--- src/rtl/wam_pkg.sv ---
// Shared constants and helpers for the keypad scanner (wam_kpd) and its debouncer.
package wam_pkg;

   localparam int NUM_KEYS = 16;
   localparam int NUM_COLS = 4;
   localparam int NUM_ROWS = 4;
   localparam int KEY_LFT  = 8;
   localparam int KEY_RGT  = 9;

   // Bits needed to hold a counter ranging 0..max_val; also sizes the debounce counter from DEB_CNT.
   function automatic int cnt_width(input int max_val);
      if (max_val < 2) begin
         cnt_width = 1;
      end else begin
         cnt_width = $clog2(max_val + 1);
      end
   endfunction

   // Index of the lowest set bit; 0 when nothing is set.
   function automatic logic [3:0] lowest_idx(input logic [NUM_KEYS-1:0] v);
      lowest_idx = 4'd0;
      for (int i = NUM_KEYS - 1; i >= 0; i--) begin
         if (v[i]) begin
            lowest_idx = 4'(i);
         end else begin
            lowest_idx = lowest_idx;
         end
      end
   endfunction

endpackage

--- src/rtl/wam_kpd_deb.sv ---
// Single-key debouncer: saturating agreement counter with hysteresis state bit.
// press is combinational and only asserts in an enabled cycle that sets the state.
module wam_kpd_deb
   import wam_pkg::*;
#(
   parameter int DEB_CNT = 3
) (
   input  logic clk,
   input  logic clr,
   input  logic en,
   input  logic hit,
   output logic press,
   output logic dn
);

   localparam int DW = cnt_width(DEB_CNT);
   localparam logic [DW-1:0] D_MAX  = DW'(DEB_CNT);
   localparam logic [DW-1:0] D_ZERO = {DW{1'b0}};

   logic [DW-1:0] d_r;
   logic [DW-1:0] d_nxt_s;
   logic          s_r;
   logic          s_nxt_s;
   logic          fire_s;

   // Next counter/state: count toward the sample, flip state only at the rails.
   always_comb begin
      d_nxt_s = d_r;
      s_nxt_s = s_r;
      fire_s  = 1'b0;
      if (!en) begin
         d_nxt_s = d_r;
      end else if (hit) begin
         if (d_r != D_MAX) begin
            d_nxt_s = d_r + DW'(1);
         end else begin
            d_nxt_s = d_r;
         end
         if ((d_nxt_s == D_MAX) && !s_r) begin
            s_nxt_s = 1'b1;
            fire_s  = 1'b1;
         end else begin
            s_nxt_s = s_r;
         end
      end else begin
         if (d_r != D_ZERO) begin
            d_nxt_s = d_r - DW'(1);
         end else begin
            d_nxt_s = d_r;
         end
         if ((d_nxt_s == D_ZERO) && s_r) begin
            s_nxt_s = 1'b0;
         end else begin
            s_nxt_s = s_r;
         end
      end
   end

   // Counter and state registers.
   always_ff @(posedge clk or negedge clr) begin
      if (!clr) begin
         d_r <= D_ZERO;
         s_r <= 1'b0;
      end else begin
         d_r <= d_nxt_s;
         s_r <= s_nxt_s;
      end
   end

   assign press = fire_s;
   assign dn    = s_r;

endmodule

--- src/rtl/wam_kpd.sv ---
// wam_kpd: 4x4 keypad column scanner, 16 debouncers and registered one-cycle press events.
// Define WAM_KPD_REPEAT_EN to auto-repeat keys 8/9 every RPT_SCANS scan rounds while held.
module wam_kpd
   import wam_pkg::*;
#(
   parameter int SCAN_DIV = 65536,
   parameter int DEB_CNT  = 3
`ifdef WAM_KPD_REPEAT_EN
   ,
   parameter int RPT_SCANS = 32
`endif
) (
   input  logic                clk,
   input  logic                clr,
   input  logic [NUM_ROWS-1:0] row,
   output logic [NUM_COLS-1:0] col,
   output logic [7:0]          tap,
   output logic                lft,
   output logic                rgt,
   output logic                key_vld,
   output logic [3:0]          key_code,
   output logic [NUM_KEYS-1:0] key_dn
);

   localparam int PW  = cnt_width(SCAN_DIV - 1);
   localparam int CIW = $clog2(NUM_COLS);

   logic [PW-1:0]       pre_r;
   logic                tick_s;
   logic [CIW-1:0]      col_idx_r;
   logic [NUM_COLS-1:0] col_r;
   logic [NUM_ROWS-1:0] sync1_r;
   logic [NUM_ROWS-1:0] sync2_r;
   logic [NUM_KEYS-1:0] en_s;
   logic [NUM_KEYS-1:0] hit_s;
   logic [NUM_KEYS-1:0] press_s;
   logic [NUM_KEYS-1:0] dn_s;
   logic [NUM_KEYS-1:0] ev_s;
   logic [7:0]          tap_r;
   logic                lft_r;
   logic                rgt_r;
   logic                key_vld_r;
   logic [3:0]          key_code_r;

   assign tick_s = (pre_r == PW'(SCAN_DIV - 1));

   // Prescaler, column stepper and column drive.
   always_ff @(posedge clk or negedge clr) begin
      if (!clr) begin
         pre_r     <= {PW{1'b0}};
         col_idx_r <= {CIW{1'b0}};
         col_r     <= 4'b1110;
      end else if (tick_s) begin
         pre_r     <= {PW{1'b0}};
         col_idx_r <= col_idx_r + CIW'(1);
         col_r     <= ~(4'b0001 << (col_idx_r + CIW'(1)));
      end else begin
         pre_r     <= pre_r + PW'(1);
         col_idx_r <= col_idx_r;
         col_r     <= col_r;
      end
   end

   // Two-flop row synchronizer; idle rows read high.
   always_ff @(posedge clk or negedge clr) begin
      if (!clr) begin
         sync1_r <= 4'b1111;
         sync2_r <= 4'b1111;
      end else begin
         sync1_r <= row;
         sync2_r <= sync1_r;
      end
   end

   for (genvar k = 0; k < NUM_KEYS; k++) begin : g_key
      assign en_s[k]  = tick_s && (col_idx_r == CIW'(k / NUM_ROWS));
      assign hit_s[k] = ~sync2_r[k % NUM_ROWS];
      wam_kpd_deb #(.DEB_CNT(DEB_CNT)) u_deb (
         .clk   (clk),
         .clr   (clr),
         .en    (en_s[k]),
         .hit   (hit_s[k]),
         .press (press_s[k]),
         .dn    (dn_s[k])
      );
   end

`ifdef WAM_KPD_REPEAT_EN
   localparam int RW = cnt_width(RPT_SCANS - 1);
   localparam logic [RW-1:0] R_LAST = RW'(RPT_SCANS - 1);

   logic [1:0] rep_s;

   // Repeat counts advance on the key's own samples, so re-fires land RPT_SCANS rounds apart.
   for (genvar j = 0; j < 2; j++) begin : g_rpt
      localparam int KEY = KEY_LFT + j;
      logic [RW-1:0] rpt_r;

      assign rep_s[j] = en_s[KEY] && hit_s[KEY] && dn_s[KEY] && (rpt_r == R_LAST);

      // Per-key round counter, cleared by any released sample.
      always_ff @(posedge clk or negedge clr) begin
         if (!clr) begin
            rpt_r <= {RW{1'b0}};
         end else if (en_s[KEY]) begin
            if (hit_s[KEY] && dn_s[KEY]) begin
               if (rpt_r == R_LAST) begin
                  rpt_r <= {RW{1'b0}};
               end else begin
                  rpt_r <= rpt_r + RW'(1);
               end
            end else begin
               rpt_r <= {RW{1'b0}};
            end
         end else begin
            rpt_r <= rpt_r;
         end
      end
   end
`endif

   // Event vector: debounced presses plus any repeat re-fires.
   always_comb begin
      ev_s = press_s;
`ifdef WAM_KPD_REPEAT_EN
      ev_s[KEY_LFT] = press_s[KEY_LFT] | rep_s[0];
      ev_s[KEY_RGT] = press_s[KEY_RGT] | rep_s[1];
`endif
   end

   // Registered event outputs; key_code holds between events.
   always_ff @(posedge clk or negedge clr) begin
      if (!clr) begin
         tap_r      <= 8'd0;
         lft_r      <= 1'b0;
         rgt_r      <= 1'b0;
         key_vld_r  <= 1'b0;
         key_code_r <= 4'd0;
      end else begin
         tap_r     <= ev_s[7:0];
         lft_r     <= ev_s[KEY_LFT];
         rgt_r     <= ev_s[KEY_RGT];
         key_vld_r <= |ev_s;
         if (|ev_s) begin
            key_code_r <= lowest_idx(ev_s);
         end else begin
            key_code_r <= key_code_r;
         end
      end
   end

   assign col      = col_r;
   assign tap      = tap_r;
   assign lft      = lft_r;
   assign rgt      = rgt_r;
   assign key_vld  = key_vld_r;
   assign key_code = key_code_r;
   assign key_dn   = dn_s;

endmodule

--- config.mk ---
export PLATFORM = sky130hd
export DESIGN_NAME = wam_kpd
export DESIGN_NICKNAME = d
export VERILOG_FILES = /design/src/rtl/wam_pkg.sv /design/src/rtl/wam_kpd_deb.sv /design/src/rtl/wam_kpd.sv
export SDC_FILE = /design/constraint.sdc
export NUM_CORES = 1
export LEC_CHECK = 0
export CAP_MARGIN = 15
export CORE_UTILIZATION = 28
export DETAILED_ROUTE_END_ITERATION = 10
export DONT_BUFFER_PORTS = 1
export SLEW_MARGIN = 30
export SYNTH_ARGS = -nofsm -noshare
export SYNTH_HDL_FRONTEND = slang
export SYNTH_SLANG_ARGS = --single-unit
--- constraint.sdc ---
create_clock -name clk -period 2.9 [get_ports clk]
set_clock_uncertainty 0.15 [all_clocks]
set_input_delay 0.435 -clock clk [delete_from_list [all_inputs] [get_ports clk]]
set_output_delay 0.435 -clock clk [all_outputs]
set_load 0.05 [all_outputs]
# Word-level counts from Yosys, hierarchy flattened
# Cells that the tools add are included.
[op_classes]
addsub = 34
n_eq_ne = 52
shift = 1
muxes = 225
n_bitwise = 1
n_reduce_logical = 118
[ops]
columns = ["operator", "count"]
rows = [
  ["2-to-1 mux 2 bit", 112],
  ["2-to-1 mux 1 bit", 96],
  ["2-to-1 mux 4 bit", 16],
  ["nonzero test 2 bit", 32],
  ["AND reduction 3 bit", 16],
  ["equality test 2 bit (second input constant)", 18],
  ["logical AND 1 bit", 36],
  ["adder 2 x 1 -> 2 bit (second input constant)", 17],
  ["logical NOT 2 bit", 17],
  ["inequality test 2 x 1 -> 1 bit (second input constant)", 16],
  ["inequality test 2 bit (second input constant)", 16],
  ["subtractor 2 x 1 -> 2 bit (second input constant)", 16],
  ["adder 16 x 1 -> 16 bit (second input constant)", 1],
  ["equality test 16 bit (second input constant)", 1],
  ["logical NOT 1 bit", 16],
  ["2-to-1 mux 16 bit", 1],
  ["OR reduction 16 bit", 1],
  ["NOT 4 bit", 1],
  ["left shift 1 x 2 -> 4 bit (first input constant)", 1],
  ["equality test 2 x 1 -> 1 bit (second input constant)", 1],
]
[totals]
register_bits = 93
in_bits = 6
output_inout_bits = 35
word_cells = 473

# Depth between registers and ports, before layout
[logic_depth]
ltp_word = 25
mapped_depth = 9
ltp_nobuf = 7

# Modules after synthesis
# Synthesis repeated with hierarchy kept, for this count alone.
[unflattened]
cells_unflattened = 416
hier_area_um2 = 4395.5
[modules_own_cells]
columns = ["mod", "n_inst", "cells_per_inst", "area_each_um2"]
rows = [
  ["wam_kpd_deb", 16, 16, 157.7],
  ["wam_kpd", 1, 160, 1873.0],
]

# Worst setup path before layout
# Ideal clock, no wire load.
[synth_path]
kind = "register to register"
from = "register pre_r[0]"
to = "register key_code_r[1], in the netlist key_code[1]"
arrival_time_ns = 1.758
t_required_ns = 2.619
slack_ns = 0.861
stages_incl_launch_ff = 9
path_buffers = 1
period_less_slack_ns = 2.039
cell_sequence = "dfrtp_1 > ha_1 > and3_2 > nand3_2 > or3_1 > buf_6 > a2bb2oi_1 > o21ai_0 > nand3_1"
[synth_via]
elab_chain_cells = 19
[synth_rtl]
columns = ["item", "line_no", "text"]
rows = [
  ["from (decl)", "wam_kpd.sv:28", "logic [PW-1:0] pre_r;"],
  ["from (signal assigned)", "wam_kpd.sv:50", "pre_r <= {PW{1'b0}};"],
  ["from (signal assigned)", "wam_kpd.sv:54", "pre_r <= {PW{1'b0}};"],
  ["from (signal assigned)", "wam_kpd.sv:58", "pre_r <= pre_r + PW'(1);"],
  ["equality test 16 bit *", "wam_kpd.sv:45", "assign tick_s = (pre_r == PW'(SCAN_DIV - 1));"],
  ["logical AND 1 bit", "wam_kpd.sv:76", "assign en_s[k] = tick_s && (col_idx_r == CIW'(k / NUM_ROWS));"],
  ["2-to-1 mux 1 bit", "wam_kpd_deb.sv:31", "if (!en) begin"],
  ["2-to-1 mux 4 bit (16 in a row)", "wam_pkg.sv:23", "if (v[i]) begin"],
  ["to (signal assigned)", "wam_kpd.sv:145", "key_code_r <= lowest_idx(ev_s);"],
  ["to (signal assigned)", "wam_kpd.sv:147", "key_code_r <= key_code_r;"],
  ["to (decl)", "wam_kpd.sv:43", "logic [3:0] key_code_r;"],
]
# Every way passes the cells marked *; elsewhere a longest branch is shown, timed or not.
# A chain may end at the register's enable or synchronous reset.

# Worst setup path after layout
# Ends and elaborated chain as after synthesis.

==> results.cfg <==
[timing]
timing_worst_slew_pin_value_ps = 575.3
tns_ps = 0
fin_hold_ws_ps = 205.6
report.final.hold_viol_count = 0
postLayoutSetupSlackWorst_ps = 544.4
rsz0062_at_grt = no
report.final.setup_viol = 0
finalMaxSlewViolations = 0
timing.slew.headroom_pct = 61.64
finalCriticalPeriod_ps = 2356
timing.final.crit_share_pct = 81.23
achievable-frequency_mhz = 424.5

[clock_tree]
cts_resized = 0
clkSlewWorstSetupHoldPaths_ps = 60
h-tree-depth = 3
cts.sinks = 93
clk_latency_ps = 350
tritoncts = done
root_buffer = clkbuf_16
cts_inserted_buffers = 9
clock_tree.buffer_depth = 2

[place]
place.port_buffers = 0
setup_slack_placement_ps = 556.1
detailed_place.area_um2 = 4683
place.detailed.hpwl_mm = 7.226
gpl_congestion = 0.8246
dp.cells = 668

[power]
internal_power_mw = 2.004
power_switching_mw = 0.5341
swShare_pct = 21.05
p_comb_share_pct = 1.5
power.sequential.fraction_pct = 52.2
power_share_of_the_clock_group_pct = 46.3
max-vdd-ir-drop_v = 0.0002701
pwr_density_cell_nw_per_um2 = 502.2
power_leakage_nw = 2.081
finalPower_mw = 2.538

[worst_setup_path]
cp-start-kind = flip-flop
cp.arrival_ps = 2430
timing.rr.start = pre_r[0]
r2r_cells = 7
reg2reg_slack_ps = 540
timing.critical_path.to_type = flip-flop
timing.critical_path.required_ps = 2980
worst-path-max-fanout = 18
criticalPathCategory = reg -> reg
reg2reg_to = key_code[1]

[finish]
stdcell_area_um2 = 5054
final_cell_count_no_fill = 690
most_frequent_cells_in_the_layout = dfrtp_1 (82), o21ai_0 (81), nand2_1 (49)
fillCellCount = 1617
layout-area-overhead-vs-synth_pct = 10.33
diodes = 0
fin_util_pct = 31.70
finalNetCount = 480
layout_commonest_cell = dfrtp_1
final_layout_size_suffix_gt1_share_pct = 10.97

[global_routing]
initial_antenna_violation_count = 0
globalRouteTotalUtil_pct = 13.64
number_of_global_route_vias_before_repair = 3365
grt_pass1_wl_mm = 17.36
grt_overflow = 0
grt_max_degree = 94

[synthesis]
synth_compound_gate_area_share_pct = 18.85
yosys_most_used_dff = dfrtp_1
synth-seq-cells = 93
async_reset_ff_share_pct = 100.0
post_synthesis_instance_area_um2 = 4581
muxShareOfSynthArea_pct = 0.2458
synthesis.area_per_instance_um2 = 9.623
synth_xor_area_share_pct = 2.486
synth_fp_nets = 487
synth.lib_cells_used.distinct = 53
syn-instance-count = 476
synthSimpleGateAreaFrac_pct = 20.73
synth-adder-area-share_pct = 1.366
synth_edf_count = 0
synth_top_family_by_area = simple AND/OR/NAND/NOR gates
yosys_warnings = 0
yosysSeqAreaShare_pct = 51.11

[hold_path]
min_from = sync1_r[1]
hold_path.class = reg -> reg
worst_hold_endpoint = sync2_r[1]
worst_hold_path.num_cells = 0

[die]
num_rows = 46
die_h_um = 129.9
initial_utilization_pct = 28.73
die_width_um = 129.9
die_area_um2 = 16880
coreArea_um2 = 15940
io-pin-count = 41

[routing]
route.detailed.drc = 0
detailedRoute.firstPassIterationCount = 4
post_drt_via_cell_ratio = 4.983
detail_route.wl_per_cell_um = 15.09
postRouteWirelength_mm = 10.41
antenna_violating_nets_post_route = 0
drt_first_iter_violations = 234
routed-via-count = 3438

[run]
cap_violations = 0

[run_status]
status = finished clean
## kinds of logic after synthesis
family          count (synthesis)
simple gates                  172
compound gates                157
flops                          93
buf+inv                        35
xor+xnor                       13
fa+ha+maj                       5
mux                             1
## critical path: stages (launching register included)
cell       delay (ps)
dfrtp_1           410
ha_1              260
and3_2            260
nand3_2           130
or3_1             560
a2bb2oi_1         220
o21ai_0           160
nand3_1            90
## registers in the layout, indices dropped and copies added (netlist names)
register and cells:
g_key.u_deb.d_r 32, g_key.u_deb.dn 16, pre_r 16, tap 8, col 4, key_code 4, sync1_r 4, sync2_r 4
col_idx_r 2, key_vld 1, lft 1, rgt 1
## Yosys cell counts (all sizes together) (5+ instances only)
library cell	number	share of area, %
nor3	5	0.76
and3	8	1.1
a21oi	47	5.2
nand2	50	4.3
nand3	12	1.9
nor2	39	3.2
nor3b	14	2.3
o21bai	5	0.82
nand4	7	0.96
dfstp	11	6.3
nor2b	14	1.9
xor2	9	1.7
ha	5	1.4
o21ai	84	9.2
dfrtp	82	45
clkbuf	7	0.57
buf	25	4.4
and2	8	1.1
## how the worst max path moves through the flow
| stage | endpoint | startpoint | slack, ps |
|---|---|---|---|
| floorplan | key_code[1] | pre_r[0] | 860 |
| CTS | key_code[1] | pre_r[0] | 540 |
| detailed placement | key_code[1] | pre_r[0] | 560 |
| global route | key_code[1] | pre_r[0] | 350 |
| finish | key_code[1] | pre_r[0] | 540 |
| global placement | key_code[1] | pre_r[0] | 590 |
## routing by layer
metal | track usage, % | vias to the layer above | routed length (µm)
li1 | - | 1650 | -
met3 | 5.043 | 7 | 662
met1 | 16.02 | 1706 | 4589
met5 | 0 | - | 0
met4 | 5.404 | 0 | 136
met2 | 22.59 | 75 | 5021
## final cells by class
class,count,area (µm²),area share (%)
Tap cell,216,270.3,5.348
Clock buffer,11,242.7,4.803
Inverter,3,11.26,0.2228
Timing Repair Buffer,14,137.6,2.723
Clock inverter,5,50.05,0.9903
Multi-Input combinational cell,348,2001,39.59
Sequential cell,93,2341,46.32
## what timing repair did
item | CTS | global route
endpoints found under the hold margin | 97 | 0
setup buffers | 0 | 0
hold buffers | 6 | 0
## power groups by stage
stage                     Sequential, mW  Clock, mW  Combinational (mW)
after floorplan                     1.34          0             0.00846
after global placement              1.35          0             0.00295
after detailed placement            1.35          0             0.00322
after CTS                           1.32       1.22              0.0403
after global routing                1.33       1.26              0.0441
final                               1.32       1.18              0.0378
Note: power is estimated with default switching activity, not from simulation.
